**src/rtl/mult_seq_pkg.sv**
```systemverilog
// Shared encodings for the multi-cycle multiplier: state codes, ready levels
// and start/stop request levels used by the ALU handshake.
package mult_seq_pkg;

  typedef enum logic [1:0] {
    MULT_FREE = 2'b00,
    MULT_ON   = 2'b01,
    MULT_END  = 2'b10
  } mult_state_e;

  localparam logic MULT_RESULT_READY     = 1'b1;
  localparam logic MULT_RESULT_NOT_READY = 1'b0;
  localparam logic MULT_START            = 1'b1;
  localparam logic MULT_STOP             = 1'b0;

endpackage

```
**src/rtl/mult_addshift.sv**
```systemverilog
// One radix-2 shift-add step: conditionally add the multiplicand into the high
// half and shift the whole product right, keeping the adder carry.
module mult_addshift #(
  parameter int WIDTH = 32
) (
  input  logic [2*WIDTH-1:0] prod,
  input  logic [WIDTH-1:0]   mcand,
  output logic [2*WIDTH-1:0] prod_next
);

  logic [WIDTH:0] addend;
  logic [WIDTH:0] sum;

  assign addend    = prod[0] ? {1'b0, mcand} : '0;
  assign sum       = {1'b0, prod[2*WIDTH-1:WIDTH]} + addend;
  assign prod_next = {sum, prod[WIDTH-1:1]};

endmodule

```
**src/rtl/mult_seq.sv**
```systemverilog
// Multi-cycle signed/unsigned multiplier: shift-add on operand magnitudes for
// WIDTH cycles, then a sign fix-up; start/annul/ready handshake with the ALU.
module mult_seq
  import mult_seq_pkg::*;
#(
  parameter int WIDTH = 32
) (
  input  logic                 clk,
  input  logic                 rst,
  input  logic                 signed_mult_i,
  input  logic [WIDTH-1:0]     opdata1_i,
  input  logic [WIDTH-1:0]     opdata2_i,
  input  logic                 start_i,
  input  logic                 annul_i,
  output logic [2*WIDTH-1:0]   result_o,
  output logic                 ready_o
);

  localparam int CNT_W = (WIDTH > 1) ? $clog2(WIDTH) : 1;
  localparam logic [CNT_W-1:0] LAST_ITER = CNT_W'(WIDTH - 1);

  mult_state_e          state_reg;
  logic [CNT_W-1:0]     counter_reg;
  logic                 neg_reg;
  logic [WIDTH-1:0]     mcand_reg;
  logic [2*WIDTH-1:0]   prod_reg;
  logic [2*WIDTH-1:0]   prod_next;
  logic [2*WIDTH-1:0]   result_reg;
  logic                 ready_reg;

  // Two's-complement magnitude; the most negative value maps to its unsigned twin.
  function automatic logic [WIDTH-1:0] magnitude(input logic [WIDTH-1:0] v,
                                                 input logic sgn);
    return (sgn && v[WIDTH-1]) ? (~v + WIDTH'(1)) : v;
  endfunction

  mult_addshift #(.WIDTH(WIDTH)) u_addshift (
    .prod      (prod_reg),
    .mcand     (mcand_reg),
    .prod_next (prod_next)
  );

  always_ff @(posedge clk) begin
    if (rst) begin
      state_reg   <= MULT_FREE;
      counter_reg <= '0;
      neg_reg     <= 1'b0;
      mcand_reg   <= '0;
      prod_reg    <= '0;
      result_reg  <= '0;
      ready_reg   <= MULT_RESULT_NOT_READY;
    end else begin
      case (state_reg)
        MULT_FREE: begin
          ready_reg  <= MULT_RESULT_NOT_READY;
          result_reg <= '0;
          if (start_i == MULT_START && !annul_i) begin
            neg_reg     <= signed_mult_i & (opdata1_i[WIDTH-1] ^ opdata2_i[WIDTH-1]);
            mcand_reg   <= magnitude(opdata1_i, signed_mult_i);
            prod_reg    <= {{WIDTH{1'b0}}, magnitude(opdata2_i, signed_mult_i)};
            counter_reg <= '0;
            state_reg   <= MULT_ON;
          end
        end
        MULT_ON: begin
          if (annul_i) begin
            state_reg <= MULT_FREE;
          end else begin
            prod_reg    <= prod_next;
            counter_reg <= counter_reg + CNT_W'(1);
            if (counter_reg == LAST_ITER) begin
              state_reg <= MULT_END;
            end
          end
        end
        MULT_END: begin
          // Result is held for as long as the ALU keeps requesting.
          if (start_i == MULT_STOP || annul_i) begin
            state_reg  <= MULT_FREE;
            ready_reg  <= MULT_RESULT_NOT_READY;
            result_reg <= '0;
          end else begin
            ready_reg  <= MULT_RESULT_READY;
            result_reg <= neg_reg ? (~prod_reg + (2*WIDTH)'(1)) : prod_reg;
          end
        end
        default: begin
          state_reg  <= MULT_FREE;
          ready_reg  <= MULT_RESULT_NOT_READY;
          result_reg <= '0;
        end
      endcase
    end
  end

  assign result_o = result_reg;
  assign ready_o  = ready_reg;

endmodule

```
**config.mk**
```make
export PLATFORM = sky130hd
export DESIGN_NAME = mult_seq
export DESIGN_NICKNAME = d
export VERILOG_FILES = /design/src/rtl/mult_seq_pkg.sv /design/src/rtl/mult_addshift.sv /design/src/rtl/mult_seq.sv
export SDC_FILE = /design/constraint.sdc
export NUM_CORES = 1
export LEC_CHECK = 0
export BUFFER_PORTS_ARGS = -buffer_cell sky130_fd_sc_hd__clkbuf_2
export CORE_AREA = 5 5 140 142
export DETAILED_ROUTE_END_ITERATION = 8
export DIE_AREA = 0 0 145 147
export GPL_ROUTABILITY_DRIVEN = 0
export PLACE_DENSITY = 0.79
export SYNTH_ARGS = -nofsm -noshare
export SYNTH_HDL_FRONTEND = slang
export SYNTH_SLANG_ARGS = --single-unit
```
**constraint.sdc**
```tcl
create_clock -name clk -period 4 [get_ports clk]
set_input_delay 0.8 -clock clk [delete_from_list [all_inputs] [get_ports clk]]
set_output_delay 0.8 -clock clk [all_outputs]
set_load 0.01 [all_outputs]
```
After elaboration in Yosys (flattened, before gate mapping). Cells that the tools add are included.

Input bits: 69. Bits in registers: 169. Bits in latches: 0. Memories: 0. Memory bits (writable): 0. Output and inout bits: 65. Bits in read-only memories: 0.

Magnitude comparators: 0. Multiply operators: 0. Reductions and logical operators: 10. Shifts and indexed selects: 0. $add $sub $neg: 5. Div/mod/pow operators: 0. Muxes and demuxes: 19. Bitwise logic cells: 6. Eq/ne operators: 7.

Operator list (number): $mux W64 (4); $pmux W64 S2 (2); $mux W32 (3); $add A32 B1 Y32 const B (2); $add A64 B1 Y64 const B (1); $not A32 Y32 (2); $not A64 Y64 (1); $add A32 B33 Y33 (1); $mux W5 (2); $pmux W5 S2 (1); $mux W2 (4); $ne A2 B2 Y1 const B (3); $pmux W2 S3 (1); $reduce_and A3 Y1 (2); $add A5 B1 Y5 const B (1); $eq A5 B5 Y1 const B (1); $logic_and A1 B1 Y1 (3); $ne A3 B3 Y1 const B (1); $eq A2 B1 Y1 const B (1); $eq A2 B2 Y1 const B (1); $logic_not A2 Y1 (1); $pmux W1 S2 (1); $reduce_and A2 Y1 (1); $reduce_bool A2 Y1 (1); 6 further kinds (6).

Depth between registers and ports, before layout. Gate-level depths: netlist (run 1).

Depth after elaboration: 5. Depth in mapped cells: 12. Gate-level depth less buffers: 11.

Cells and area by module. A second synthesis (run 1) with hierarchy kept.

Cell total of the unflattened synthesis: 1450. Area total of the unflattened synthesis: 11134.4 um^2.

Modules (own cells, without submodules): mult_seq (instances 1, area an instance 8705.8 um^2, cells an instance 1097); mult_addshift (instances 1, area an instance 2428.6 um^2, cells an instance 353).

Least setup slack after synthesis (run 1). No wires, ideal clock.

Path type: input -> register. From: input opdata1_i[10]. To: register mcand_reg[29]. Required time: 3.914 ns. Path buffers: 0. Setup slack: 0.967 ns. Data arrival time: 2.948 ns. Cell stages on the path: 7. Library setup time: 0.086 ns. Path through: or3_1 -> or4_1 -> nand3b_1 -> or3_1 -> o41ai_2 -> xor2_1 -> a211oi_1.

Cells in the longest elaborated chain, start to end: 3.

Ends and longest elaborated chain: start: declaration (line mult_seq.sv:11) `input logic [WIDTH-1:0] opdata1_i,`; $not A32 Y32 (line mult_seq.sv:34) `return (sgn && v[WIDTH-1]) ? (~v + WIDTH'(1)) : v;`; $add A32 B1 Y32 (line mult_seq.sv:34); $mux W32 (line mult_seq.sv:34); end signal: assignment (line mult_seq.sv:59) `mcand_reg <= magnitude(opdata1_i, signed_mult_i);`; end: declaration (line mult_seq.sv:25) `logic [WIDTH-1:0] mcand_reg;`.

Every way passes these cells. A chain may end at the register's enable or synchronous reset.

Worst setup path in the final report (run 1).
From: register prod_reg[0]. To: register prod_reg[61].

Cells in the longest elaborated chain, start to end: 4.

Ends and longest elaborated chain: start: declaration (line mult_seq.sv:26) `logic [2*WIDTH-1:0] prod_reg;`; start signal: assignment (line mult_seq.sv:60) `prod_reg <= {{WIDTH{1'b0}}, magnitude(opdata2_i, signed_mult_i)};`; start signal: assignment (line mult_seq.sv:69) `prod_reg <= prod_next;`; $mux W32 (line mult_addshift.sv:14) `assign addend = prod[0] ? {1'b0, mcand} : '0;`; $add A32 B33 Y33 (line mult_addshift.sv:15) `assign sum = {1'b0, prod[2*WIDTH-1:WIDTH]} + addend;`; $mux W64 (line mult_seq.sv:66) `if (annul_i) begin`; $pmux W64 S2 (line mult_seq.sv:53) `case (state_reg)`.

Every way passes these cells. The select of a mux whose other input is x is not followed.

==> impl_metrics.py, run 1 <==
metrics = {
    "min_path": {
        "holdCritPathClass": "flip-flop to flip-flop",
        "min_delay_path_depth": 2,
    },
    "final_layout": {
        "diodes": 0,
        "post_route_cells_drive_above_1_share": 0.143,
        "final_net_count": 1522,
        "instances_no_fill": 1662,
        "syn2layout_area_growth_pct": 12.5,
        "final_design_area_no_fill_um2": 11800,
        "fill_cells": 1627,
    },
    "yosys": {
        "syn-cell-area_um2": 10500,
        "most_repeated_cell_in_the_gate_level_netlist_after_synthesis": "sky130_fd_sc_hd__dfxtp_1",
        "postSynthNetCount": 1444,
        "yosysSeqAreaShare": 0.321,
        "yosys_register_bits": 169,
        "synthTopCellsByArea": "sky130_fd_sc_hd__dfxtp_1 (32%), sky130_fd_sc_hd__xor2_1 (7.4%), sky130_fd_sc_hd__o21ai_0 (5.9%)",
        "synth.largest_area_cell": "sky130_fd_sc_hd__dfxtp_1",
        "synth_edf_count": 0,
        "synthesis.instances": 1337,
        "synth_top_area_share": 0.321,
        "dominantRegCellSynth": "sky130_fd_sc_hd__dfxtp_1",
        "synth.avg_cell_area_um2": 7.87,
        "ys_top_cells_by_count": "sky130_fd_sc_hd__dfxtp_1 (169), sky130_fd_sc_hd__nand2_1 (148), sky130_fd_sc_hd__nor2_1 (137)",
        "synthDistinctLibCells": 72,
        "synth_async_sr_flop_share": 0,
        "synth_warnings": 0,
    },
    "timing": {
        "timing.clock.skew_ps": 9.54,
        "grt_setup_unrepaired": "no",
        "drv_slew": 0,
        "final_count_of_hold_timing_violations": 0,
        "slew_headroom": 0.181,
        "finalCritPeriodShare": 0.769,
        "final_hold_slack_ps": 450,
        "setup_total_negative_slack_ps": 0,
        "setup_viol_count_final": 0,
        "post-route-min-period_ps": 3080,
        "fmax_ghz": 0.325,
        "worst-slew-pin-transition_ps": 1230,
    },
    "floorplanning": {
        "die_height_um": 147,
        "floorplan.initialDensity": 0.574,
        "fp.dieW_um": 145,
        "design.core.area_um2": 18300,
        "design.portCount": 134,
        "rows": 50,
        "die_area_um2": 21300,
    },
    "global_route": {
        "first_global_vias": 9174,
        "grt_start_max_net_pins": 78,
        "grt-ovfl-total": 0,
        "initial_antenna_violation_count": 1,
        "globalRouteTotalUtil": 0.250,
        "grt_pass1_wl_um": 45600,
    },
    "clock_tree": {
        "clockBufferDepth": 2,
        "post_cts_hold_buffer_count": 0,
        "postCtsSetupRepairBufs": 0,
        "ctsHtreeMaxLevel": 4,
        "clock_latency_ps": 430,
        "clock_tree.root_cell": "sky130_fd_sc_hd__clkbuf_16",
        "post_cts_resized": 0,
        "clk_pin_slew_worst_paths_ps": 70,
        "clock_sinks": 169,
        "cts_tree": "done",
        "cts_inserted_buffers": 17,
    },
    "flow_run": {
        "cap_violations": 0,
    },
    "critical_path": {
        "worst_setup_path_start_kind": "flip-flop",
        "critPathKind": "flip-flop to flip-flop",
        "r2r_cells": 11,
        "timing.critical_path.to_type": "flip-flop",
        "worstPathMaxFanout": 35,
        "timing.critical_path.required_ps": 4360,
        "worstPathArrival_ps": 3440,
    },
    "power": {
        "vdd_ir_drop_max_mv": 0.324,
        "power_leakage_nw": 4.75,
        "power-per-cell-area_nw_per_um2": 339,
    },
    "drt": {
        "detail-route-antenna-nets": 0,
        "met2_wirelength_um": 12000,
        "top_layer_used": "met5",
        "residual_drc": 0,
        "avgRoutedWirePerCell_um": 16.6,
        "drt-met1-wl_um": 12900,
        "routed-wl-met3_um": 2220,
        "routed_wl_um": 27600,
        "first_pass_detailed_route_iteration_total": 7,
        "vias": 10100,
        "via_per_inst": 6.05,
        "number_of_drc_markers_in_iteration_0": 879,
    },
    "placed_design": {
        "hpwl_um": 20500,
        "placement.cell_area_um2": 11200,
        "io_buffer_count": 133,
        "post-place-cells": 1630,
    },
    "run_status": {
        "run_status": "finished clean",
    },
}
## power by group
group | switching (mW) | internal (mW)
sequential | 0.0519 | 1.73
clock | 0.728 | 0.996
combinational | 0.319 | 0.188
total | 1.10 | 2.91
## worst max-delay path: stages (launching register included)
cell                        delay (ps)
sky130_fd_sc_hd__dfxtp_1           350
sky130_fd_sc_hd__buf_4             280
sky130_fd_sc_hd__nand2_1           180
sky130_fd_sc_hd__fa_1              470
sky130_fd_sc_hd__nor2b_1           190
sky130_fd_sc_hd__o2111ai_1         140
sky130_fd_sc_hd__a31oi_1           200
sky130_fd_sc_hd__buf_4             170
sky130_fd_sc_hd__a211oi_1          150
sky130_fd_sc_hd__o21ba_2           290
sky130_fd_sc_hd__nor3_1            350
sky130_fd_sc_hd__mux2i_1           220
## worst paths after layout
check                                  start            to  slack (ps)
worst max-delay path             prod_reg[0]  prod_reg[61]         920
worst min-delay path            result_o[16]  result_o[16]         450
worst min register to register  result_o[16]  result_o[16]         450
worst max register to register   prod_reg[0]  prod_reg[61]         920
## area by class of cell
cell class | instances | area [um2] | share of cell area
multi-input cells | 1066 | 6730 | 0.569
flip-flops and latches | 169 | 3380 | 0.286
well taps | 234 | 293 | 0.0247
clock buffers | 17 | 425 | 0.0359
clock inverters | 15 | 188 | 0.0159
repair buffers | 145 | 756 | 0.0639
inverters | 16 | 60.1 | 0.00507
## logic make-up after synthesis
family,Yosys count,synth area share
AOI/OAI and AO/OA,402,0.249
xor gates and xnor gates,136,0.113
adders and majority gates,38,0.0459
buffers and inverters,102,0.0417
DFF,169,0.321
muxes,4,0.00380
and+or+nand+nor,486,0.225
## metrics by stage
stage	total power [mW]	setup WS, ps	utilization
after floorplan	2.17	967	-
after global placement	2.30	689	0.612
after detailed placement	2.31	616	0.612
after CTS	4.02	949	0.646
after global routing	4.16	748	0.646
final	4.01	922	0.646
## layer usage
metal / up-vias / global-route usage
met5: - / 0
met4: 2 / 0.0673
met3: 38 / 0.0466
met2: 390 / 0.382
met1: 4638 / 0.363
li1: 4992 / -
## cells in the final DEF, fill, tap and decap left out, types with 16 or more instances in the layout
master	n
sky130_fd_sc_hd__xnor2_1	47
sky130_fd_sc_hd__o31ai_1	29
sky130_fd_sc_hd__and2_1	37
sky130_fd_sc_hd__ha_1	37
sky130_fd_sc_hd__a21oi_1	78
sky130_fd_sc_hd__nor3_1	26
sky130_fd_sc_hd__xor2_1	89
sky130_fd_sc_hd__inv_1	16
sky130_fd_sc_hd__a211oi_1	29
sky130_fd_sc_hd__nor2_1	133
sky130_fd_sc_hd__a22oi_1	28
sky130_fd_sc_hd__dfxtp_1	168
sky130_fd_sc_hd__o21ai_0	124
sky130_fd_sc_hd__nand3_1	21
sky130_fd_sc_hd__nand2_1	148
sky130_fd_sc_hd__clkbuf_2	132
sky130_fd_sc_hd__clkbuf_16	17
sky130_fd_sc_hd__or3_1	30
sky130_fd_sc_hd__a21o_1	16
(Power assumes the default switching activity.)
==> run 2, diff against run 1 <==
--- a/config.mk
+++ b/config.mk
@@ -6,11 +6,11 @@
 export NUM_CORES = 1
 export LEC_CHECK = 0
 export BUFFER_PORTS_ARGS = -buffer_cell sky130_fd_sc_hd__clkbuf_2
-export CORE_AREA = 5 5 140 142
+export CORE_AREA = 5 5 147 149
 export DETAILED_ROUTE_END_ITERATION = 8
-export DIE_AREA = 0 0 145 147
+export DIE_AREA = 0 0 152 154
 export GPL_ROUTABILITY_DRIVEN = 0
-export PLACE_DENSITY = 0.79
+export PLACE_DENSITY = 0.75
 export SYNTH_ARGS = -nofsm -noshare
 export SYNTH_HDL_FRONTEND = slang
 export SYNTH_SLANG_ARGS = --single-unit
==> constraint.sdc (replaced) <==
create_clock -name clk -period 2.5 [get_ports clk]
set_input_delay 0.5 -clock clk [delete_from_list [all_inputs] [get_ports clk]]
set_output_delay 0.5 -clock clk [all_outputs]
set_load 0.01 [all_outputs]
==> impl_metrics.py, run 2 (synthesized netlist as in run 1, its figures left out) <==
metrics = {
    "timing": {
        "fmax_ghz": 0.358,
        "post-route-min-period_ps": 2790,
        "timing.clock.skew_ps": 12.5,
        "worst-slew-pin-transition_ps": 1150,
        "layout_setup_ws_ps": -294,
        "setup_viol_count_final": 58,
        "final_hold_slack_ps": 362,
        "finalCritPeriodShare": 1.12,
        "drv_slew": 0,
        "slew_headroom": 0.230,
        "grt_setup_unrepaired": "yes",
        "final_count_of_hold_timing_violations": 0,
    },
    "global_route": {
        "grt_pass1_wl_um": 53000,
        "grt_start_max_net_pins": 75,
        "grt-ovfl-total": 0,
        "initial_antenna_violation_count": 0,
        "first_global_vias": 10500,
        "globalRouteTotalUtil": 0.269,
    },
    "drt": {
        "avgRoutedWirePerCell_um": 19.5,
        "detail-route-antenna-nets": 0,
        "first_pass_detailed_route_iteration_total": 8,
        "residual_drc": 0,
        "via_per_inst": 6.13,
        "vias": 11600,
        "routed_wl_um": 36800,
        "number_of_drc_markers_in_iteration_0": 1171,
    },
    "final_layout": {
        "syn2layout_area_growth_pct": 38.6,
        "layout_commonest_cell": "sky130_fd_sc_hd__buf_4",
        "diodes": 0,
        "most-common-layout-cells": "sky130_fd_sc_hd__buf_4 (179), sky130_fd_sc_hd__dfxtp_1 (164), sky130_fd_sc_hd__nand2_1 (141)",
        "final_design_area_no_fill_um2": 14600,
        "post_route_cells_drive_above_1_share": 0.335,
        "final_net_count": 1711,
    },
    "critical_path": {
        "timing.critical_path.required_ps": 2780,
        "critPathKind": "flip-flop to flip-flop",
        "path_common_cell": "sky130_fd_sc_hd__or4_4",
        "worst_setup_path_start_kind": "flip-flop",
        "worstPathArrival_ps": 3080,
        "path_cells": "or4_4 -> or4_4 -> nor3_4 -> buf_6 -> nand3_4 -> o41ai_2 -> xor2_1 -> o21ai_0",
        "timing.critical_path.to_type": "flip-flop",
        "critPathMaxStageDelay_ps": 540,
        "crit_path_top_delay_cell": "sky130_fd_sc_hd__or4_4",
        "slack_of_the_worst_reg_to_reg_path_ps": -290,
        "worstPathMaxFanout": 8,
    },
    "run_status": {
        "violated_checks": "negative setup slack",
        "run_status": "finished with violations",
    },
    "power": {
        "power_leakage_nw": 5.84,
        "vdd_ir_drop_max_mv": 0.346,
        "power-per-cell-area_nw_per_um2": 468,
    },
    "clock_tree": {
        "post_cts_hold_buffer_count": 0,
        "ctsHtreeMaxLevel": 4,
        "cts_tree": "done",
        "clock_latency_ps": 450,
        "clock_sinks": 169,
        "cts_inserted_buffers": 17,
        "clk_pin_slew_worst_paths_ps": 70,
        "clockBufferDepth": 2,
        "clock_tree.root_cell": "sky130_fd_sc_hd__clkbuf_16",
    },
    "floorplanning": {
        "design.portCount": 134,
        "die_area_um2": 23400,
        "floorplan.initialDensity": 0.525,
        "rows": 52,
        "fp.dieW_um": 152,
        "die_height_um": 154,
        "design.core.area_um2": 20000,
    },
    "flow_run": {
        "cap_violations": 0,
    },
    "min_path": {
        "holdCritPathClass": "primary input to flip-flop",
    },
    "placed_design": {
        "hpwl_um": 23500,
        "placement.cell_area_um2": 12600,
        "io_buffer_count": 133,
    },
}
[run 2: final cells by class]
type	instances	area (um2)
fillers	1434	5460
well taps	270	338
flip-flops and latches	169	3390
multi-input cells	1066	7890
clock buffers	20	457
clock inverters	12	139
inverters	16	60.1
repair buffers	334	2310
[run 2: worst max-delay path: cells and delay by family (launching register included)]
family | cells | cell delay (ps)
AND/OR/NAND/NOR | 4 | 1440
AO/OA/AOI/OAI | 2 | 470
flip-flops | 1 | 330
XOR/XNOR | 1 | 230
buffers and inverters | 1 | 160
[run 2: path summary, 6_finish.rpt]
kind	from	to	cells after the start
hold reg to reg	result_o[56]	result_o[56]	2
setup reg to reg	prod_reg[2]	result_o[40]	8
hold / removal	opdata1_i[1]	mcand_reg[1]	3
setup / recovery	prod_reg[2]	result_o[40]	8
[run 2: timing repair]
| item | CTS | global route |
|---|---|---|
| setup buffers | 8 | 17 |
| cloned | 1 | 1 |
| pin swaps | 46 | 69 |
| setup endpoints to repair | 55 | 72 |
| gates resized for setup | 114 | 127 |
[run 2: where the power goes]
group	leakage, nW	switching [mW]	total (mW)	internal, mW
clock	0.292	1.18	2.72	1.54
combinational	4.18	0.743	1.27	0.530
sequential	1.37	0.0694	2.83	2.76
total	5.84	1.99	6.82	4.83
[run 2: metal layers]
metal / GRT usage / up-vias / wire length (um)
li1: - / 5371 / -
met1: 0.364 / 5449 / 14900
met2: 0.425 / 618 / 17200
met3: 0.0571 / 129 / 3300
met4: 0.0950 / 0 / 1440
met5: 0 / - / 0
[run 2: stage by stage]
step	utilization	cells	power [mW]	worst slack, ps	TNS [ps]
floorplan	-	1337	3.47	-174	-593
global placement	0.629	1830	3.84	-261	-3090
detailed placement	0.629	1830	3.86	-328	-5770
CTS	0.692	1871	6.63	-157	-2560
global route	0.728	1887	7.04	-326	-9820
finish	0.728	1887	6.82	-294	-5070
